$ cat config.mk
export PLATFORM = sky130hd
export DESIGN_NAME = weight_load_ctrl
export DESIGN_NICKNAME = d
export VERILOG_FILES = /design/src/rtl/weight_load_ctrl.sv
export SDC_FILE = /design/constraint.sdc
export NUM_CORES = 1
export LEC_CHECK = 0
export ABC_AREA = 0
export BUFFER_PORTS_ARGS = -buffer_cell sky130_fd_sc_hd__buf_2
export CORE_MARGIN = 2
export CORE_UTILIZATION = 56
export CTS_BUF_LIST = sky130_fd_sc_hd__clkbuf_16
export CTS_CLUSTER_DIAMETER = 60
export DETAILED_ROUTE_END_ITERATION = 8
export GPL_TIMING_DRIVEN = 0
export PLACE_DENSITY = 0.95
export SLEW_MARGIN = 20
export SYNTH_ARGS = -nofsm -noshare
export SYNTH_HDL_FRONTEND = slang
export SYNTH_SLANG_ARGS = --single-unit
export TNS_END_PERCENT = 50
$ cat constraint.sdc
create_clock -name sclk -period 5.1 [get_ports sclk]
set_input_delay 0.51 -clock sclk [delete_from_list [all_inputs] [get_ports sclk]]
set_output_delay 0.51 -clock sclk [all_outputs]
set_load 0.05 [all_outputs]
$ cat src/rtl/weight_load_ctrl.sv
// Weight-load sequencer: moves one layer's weights from a valid/ready/last
// stream into consecutive weight-buffer addresses and flags length mismatches.
module weight_load_ctrl #(
   parameter int DATA_W = 64,
   parameter int ADDR_W = 10,
   parameter int CNT_W  = 16
) (
   input  logic              sclk,
   input  logic              s_rst_n,
   input  logic              start,
   input  logic [CNT_W-1:0]  cfg_beats,
   input  logic [ADDR_W-1:0] cfg_base_addr,
   output logic              busy,
   output logic              done,
   output logic              err_len,
   input  logic [DATA_W-1:0] s_data,
   input  logic              s_valid,
   input  logic              s_last,
   output logic              s_ready,
   input  logic              buf_ready,
   output logic              buf_wr_en,
   output logic [ADDR_W-1:0] buf_wr_addr,
   output logic [DATA_W-1:0] buf_wr_data
);

   localparam logic [1:0] ST_IDLE  = 2'd0;
   localparam logic [1:0] ST_LOAD  = 2'd1;
   localparam logic [1:0] ST_DRAIN = 2'd2;
   localparam logic [1:0] ST_DONE  = 2'd3;

   localparam logic [CNT_W-1:0] CNT_ONE  = CNT_W'(1);
   localparam logic [CNT_W-1:0] CNT_ZERO = CNT_W'(0);

   logic [1:0]        state_q, state_d;
   logic [CNT_W-1:0]  beats_q, beats_d;
   logic [ADDR_W-1:0] base_q, base_d;
   logic [CNT_W-1:0]  cnt_q, cnt_d;
   logic              err_q, err_d;
   logic              busy_q, done_q;
   logic              wr_en_q;
   logic [ADDR_W-1:0] wr_addr_q;
   logic [DATA_W-1:0] wr_data_q;

   logic              ready_s;
   logic              accept_s;
   logic              last_cnt_s;
   logic              wr_en_s;

   // Stream ready: follows buffer space while loading, always open while draining
   always_comb begin
      case (state_q)
         ST_LOAD:  ready_s = buf_ready;
         ST_DRAIN: ready_s = 1'b1;
         default:  ready_s = 1'b0;
      endcase
   end

   assign accept_s   = s_valid & ready_s;
   assign last_cnt_s = (cnt_q == (beats_q - CNT_ONE));
   assign wr_en_s    = accept_s & (state_q == ST_LOAD);

   // Next-state, counter and length-error bookkeeping
   always_comb begin
      state_d = state_q;
      beats_d = beats_q;
      base_d  = base_q;
      cnt_d   = cnt_q;
      err_d   = err_q;
      case (state_q)
         ST_IDLE: begin
            if (start) begin
               beats_d = cfg_beats;
               base_d  = cfg_base_addr;
               cnt_d   = CNT_ZERO;
               err_d   = 1'b0;
               if (cfg_beats != CNT_ZERO) begin
                  state_d = ST_LOAD;
               end else begin
                  state_d = ST_DONE;
               end
            end else begin
               state_d = ST_IDLE;
            end
         end
         ST_LOAD: begin
            if (accept_s) begin
               cnt_d = cnt_q + CNT_ONE;
               if (s_last) begin
                  // A last marker before the expected final beat is a short stream
                  state_d = ST_DONE;
                  if (!last_cnt_s) begin
                     err_d = 1'b1;
                  end else begin
                     err_d = err_q;
                  end
               end else if (last_cnt_s) begin
                  err_d   = 1'b1;
                  state_d = ST_DRAIN;
               end else begin
                  state_d = ST_LOAD;
               end
            end else begin
               state_d = ST_LOAD;
            end
         end
         ST_DRAIN: begin
            if (accept_s && s_last) begin
               state_d = ST_DONE;
            end else begin
               state_d = ST_DRAIN;
            end
         end
         ST_DONE: state_d = ST_IDLE;
         default: state_d = ST_IDLE;
      endcase
   end

   // Control state and registered status outputs
   always_ff @(posedge sclk or negedge s_rst_n) begin
      if (!s_rst_n) begin
         state_q <= ST_IDLE;
         beats_q <= CNT_ZERO;
         base_q  <= {ADDR_W{1'b0}};
         cnt_q   <= CNT_ZERO;
         err_q   <= 1'b0;
         busy_q  <= 1'b0;
         done_q  <= 1'b0;
      end else begin
         state_q <= state_d;
         beats_q <= beats_d;
         base_q  <= base_d;
         cnt_q   <= cnt_d;
         err_q   <= err_d;
         busy_q  <= (state_d != ST_IDLE);
         done_q  <= (state_d == ST_DONE);
      end
   end

   // Buffer write port: one-cycle registered copy of each accepted load beat
   always_ff @(posedge sclk or negedge s_rst_n) begin
      if (!s_rst_n) begin
         wr_en_q   <= 1'b0;
         wr_addr_q <= {ADDR_W{1'b0}};
         wr_data_q <= {DATA_W{1'b0}};
      end else begin
         wr_en_q <= wr_en_s;
         if (wr_en_s) begin
            // Address wraps modulo the buffer size by truncation
            wr_addr_q <= base_q + cnt_q[ADDR_W-1:0];
            wr_data_q <= s_data;
         end else begin
            wr_addr_q <= wr_addr_q;
            wr_data_q <= wr_data_q;
         end
      end
   end

   assign s_ready     = ready_s;
   assign busy        = busy_q;
   assign done        = done_q;
   assign err_len     = err_q;
   assign buf_wr_en   = wr_en_q;
   assign buf_wr_addr = wr_addr_q;
   assign buf_wr_data = wr_data_q;

endmodule
==> out/metrics.csv <==
metric,value,unit
viasPerCell,5.321,
powerDensity,726.0,nW/um^2
cpPeakStageDelay,0.48,ns
fin_setup_tns,0,ns
reg2reg_to,busy$_DFF_PN0_,
worstPathMaxFanout,5,
met2_wirelength,7485,um
track_usage,0.2738,
synth_common_cells,"221 x nand2_1, 122 x dfrtp_1, 31 x nor2_1",
grt-ovfl-total,0,
yosysTopAreaCellShare,0.5201,
period_needed,2.799,ns
tightest_slew,0.7292,ns
crit_path_top_delay_cell,nor4_1,
antenna_found_initial,1,
worst_slack,2.301,ns
layoutNonFillerInstCount,967,
synth.ff_latch_count,122,
routed_wl,14710,um
drt_iter0_markers,236,
cts_hold_buf,0,
leakagePower,0.003928,uW
antenna_left,0,
critPathKind,flop to flop,
crit_chain,inv_1 > ha_1 > or3b_4 > nor4b_4 > nor3b_1 > o22ai_1 > nor4_1 > a211o_1 > nand3_1,
grt_max_degree,78,
seq_area_frac_synth,0.5201,
core_area,10230,um^2
start_util,0.5737,
area_delta_synth_final,29.76,%
path_clk_slew,0.06,ns
dieArea,11320,um^2
place.gp.congestion,0.8307,
diodes,0,
regToRegSetupSlack,2.30,ns
met1_length,6141,um
timing.fmax,357.3,MHz
syn-instance-count,624,
layout.nets,929,
clk_latency,0.40,ns
die_w,106.4,um
io_buffers,174,
postCtsSetupRepairBufs,0,
critPathArrivalTime,3.06,ns
rows,37,
fin_worst_skew,0.008686,ns
slew_viol_final,0,
critPathTopFamily,simple AND/OR/NAND/NOR gates,
die_h,106.4,um
synth_edf_count,0,
cts_tree,yes,
grt_pass1_wl,24450,um
yosys-top-cells-area,"dfrtp_1 52%, nand2_1 14%, mux2_2 4.4%",
ioPinCount,175,
dr.pass1.iters,5,
ir_drop,502.4,uV
dr_wl_met3,840,um
crit_required,5.36,ns
yosysWarnings,0,
critPathLaunchType,flop,
async_flop_share,1.000,
power,5529,uW
final_cell_area,7616,um^2
hold_path.class,input port to asynchronous set/reset pin,
hold_violations,0,
synth_cell_type_count,55,
clk_path_buf_depth,2,
vias,5145,
hpwl,10380,um
status,"finished, final reports clean",
reg2reg_from,beats_q[0]$_DFFE_PN0P_,
first_global_vias,5259,
syn_area,5869,um^2
crit_buf_inv,1,
cts_max_level,4,
top_layer,met5,
cts-root-buf,clkbuf_16,
reg2regPathDepth,9,
detail_route.wl_per_cell,15.21,um
synth.most_common_cell,nand2_1,
end_kind,flop,
ctsResizeCount,0,
maxCapViolations,0,
synth_ff_type,dfrtp_1,
synth_top_cell_by_area,dfrtp_1,
dpl_worst_slack,2.404,ns
cts_sinks,122,
syn_nets,735,
place_inst,935,
placed_area,6944,um^2
postSynthAreaPerCell,9.406,um^2
drc,0,
drive_gt1_frac,0.2864,
cts_made_buffers,17,
fin_crit_sh,0.5487,
setup_viol,0,
maxSlewHeadroom,0.5139,
rsz0062_at_grt,no,
flip-flops by register name, indices dropped and copies added (netlist names):
register     cells
err_len          1
beats_q         16
busy             1
buf_wr_en        1
base_q          10
buf_wr_data     64
state_q          2
cnt_q           16
done             1
buf_wr_addr     10
per-stage QoR:
step | hold slack, ns | utilization
CTS | 0.03609 | 0.7444
detailed placement | 0.4566 | 0.6787
global placement | 0.4525 | 0.6754
global route | 0.04521 | 0.7444
finish | 0.02563 | 0.7444
floorplan | 0.2144 | -
area by class of cell:
class	instances	area [um^2]
flip-flops and latches	122	3053
multi-input cells	458	2631
fillers	743	2615
repair buffers	175	904.6
clock buffers	17	425.4
clock inverters	15	246.5
well taps	136	170.2
plain buffers	29	128.9
inverters	15	56.30
cell usage in the layout, fill, tap and decap left out, types with 8 or more instances in the layout:
master,synthesis,layout
nor2b_1,8,8
o21ai_0,16,16
nor3_1,8,8
buf_2,1,174
nand2_1,221,221
dfrtp_1,122,122
inv_1,15,15
nand3_1,11,11
ha_1,14,14
xor2_1,18,18
clkbuf_1,22,22
nor4_1,9,9
nand4_1,11,11
nor2_1,31,31
mux2_2,23,23
a21oi_1,11,11
clkbuf_16,0,17
xnor2_1,20,20
per-layer routing:
metal / GRT usage / vias up
met5: 0 / -
met4: 0.07895 / 2
met3: 0.07541 / 24
met2: 0.4611 / 191
met1: 0.3470 / 2463
li1: - / 2465
where the power goes:
part	switching (uW)	leakage, uW	internal [uW]
registers	283	0.00154	1370
clock network	439	0.000318	918
logic	1790	0.00208	734
kinds of logic (layout without fill, tap and decap cells):
kind of cell / after synthesis / after routing / synth area share
buf+inv: 44 / 251 / 0.03155
flops: 122 / 122 / 0.5201
xor+xnor: 39 / 39 / 0.06075
mux: 23 / 23 / 0.04413
compound gates: 52 / 52 / 0.05756
fa+ha+maj: 15 / 15 / 0.03326
simple gates: 329 / 329 / 0.2526
worst max path at each step:
stage | from | slack [ns] | cells past startpoint | to
finish | beats_q[0]$_DFFE_PN0P_ | 2.30 | 9 | busy$_DFF_PN0_
global route | state_q[0]$_DFF_PN0_ | 2.11 | 8 | buf_wr_data[58]$_DFFE_PN0P_
CTS | state_q[0]$_DFF_PN0_ | 2.34 | 8 | buf_wr_data[58]$_DFFE_PN0P_
detailed placement | beats_q[0]$_DFFE_PN0P_ | 2.40 | 9 | busy$_DFF_PN0_
global placement | s_rst_n | 2.03 | 1 | buf_wr_data[26]$_DFFE_PN0P_
floorplan | beats_q[0]$_DFFE_PN0P_ | 2.65 | 9 | err_len$_DFFE_PN0P_
(Power assumes the default switching activity.)
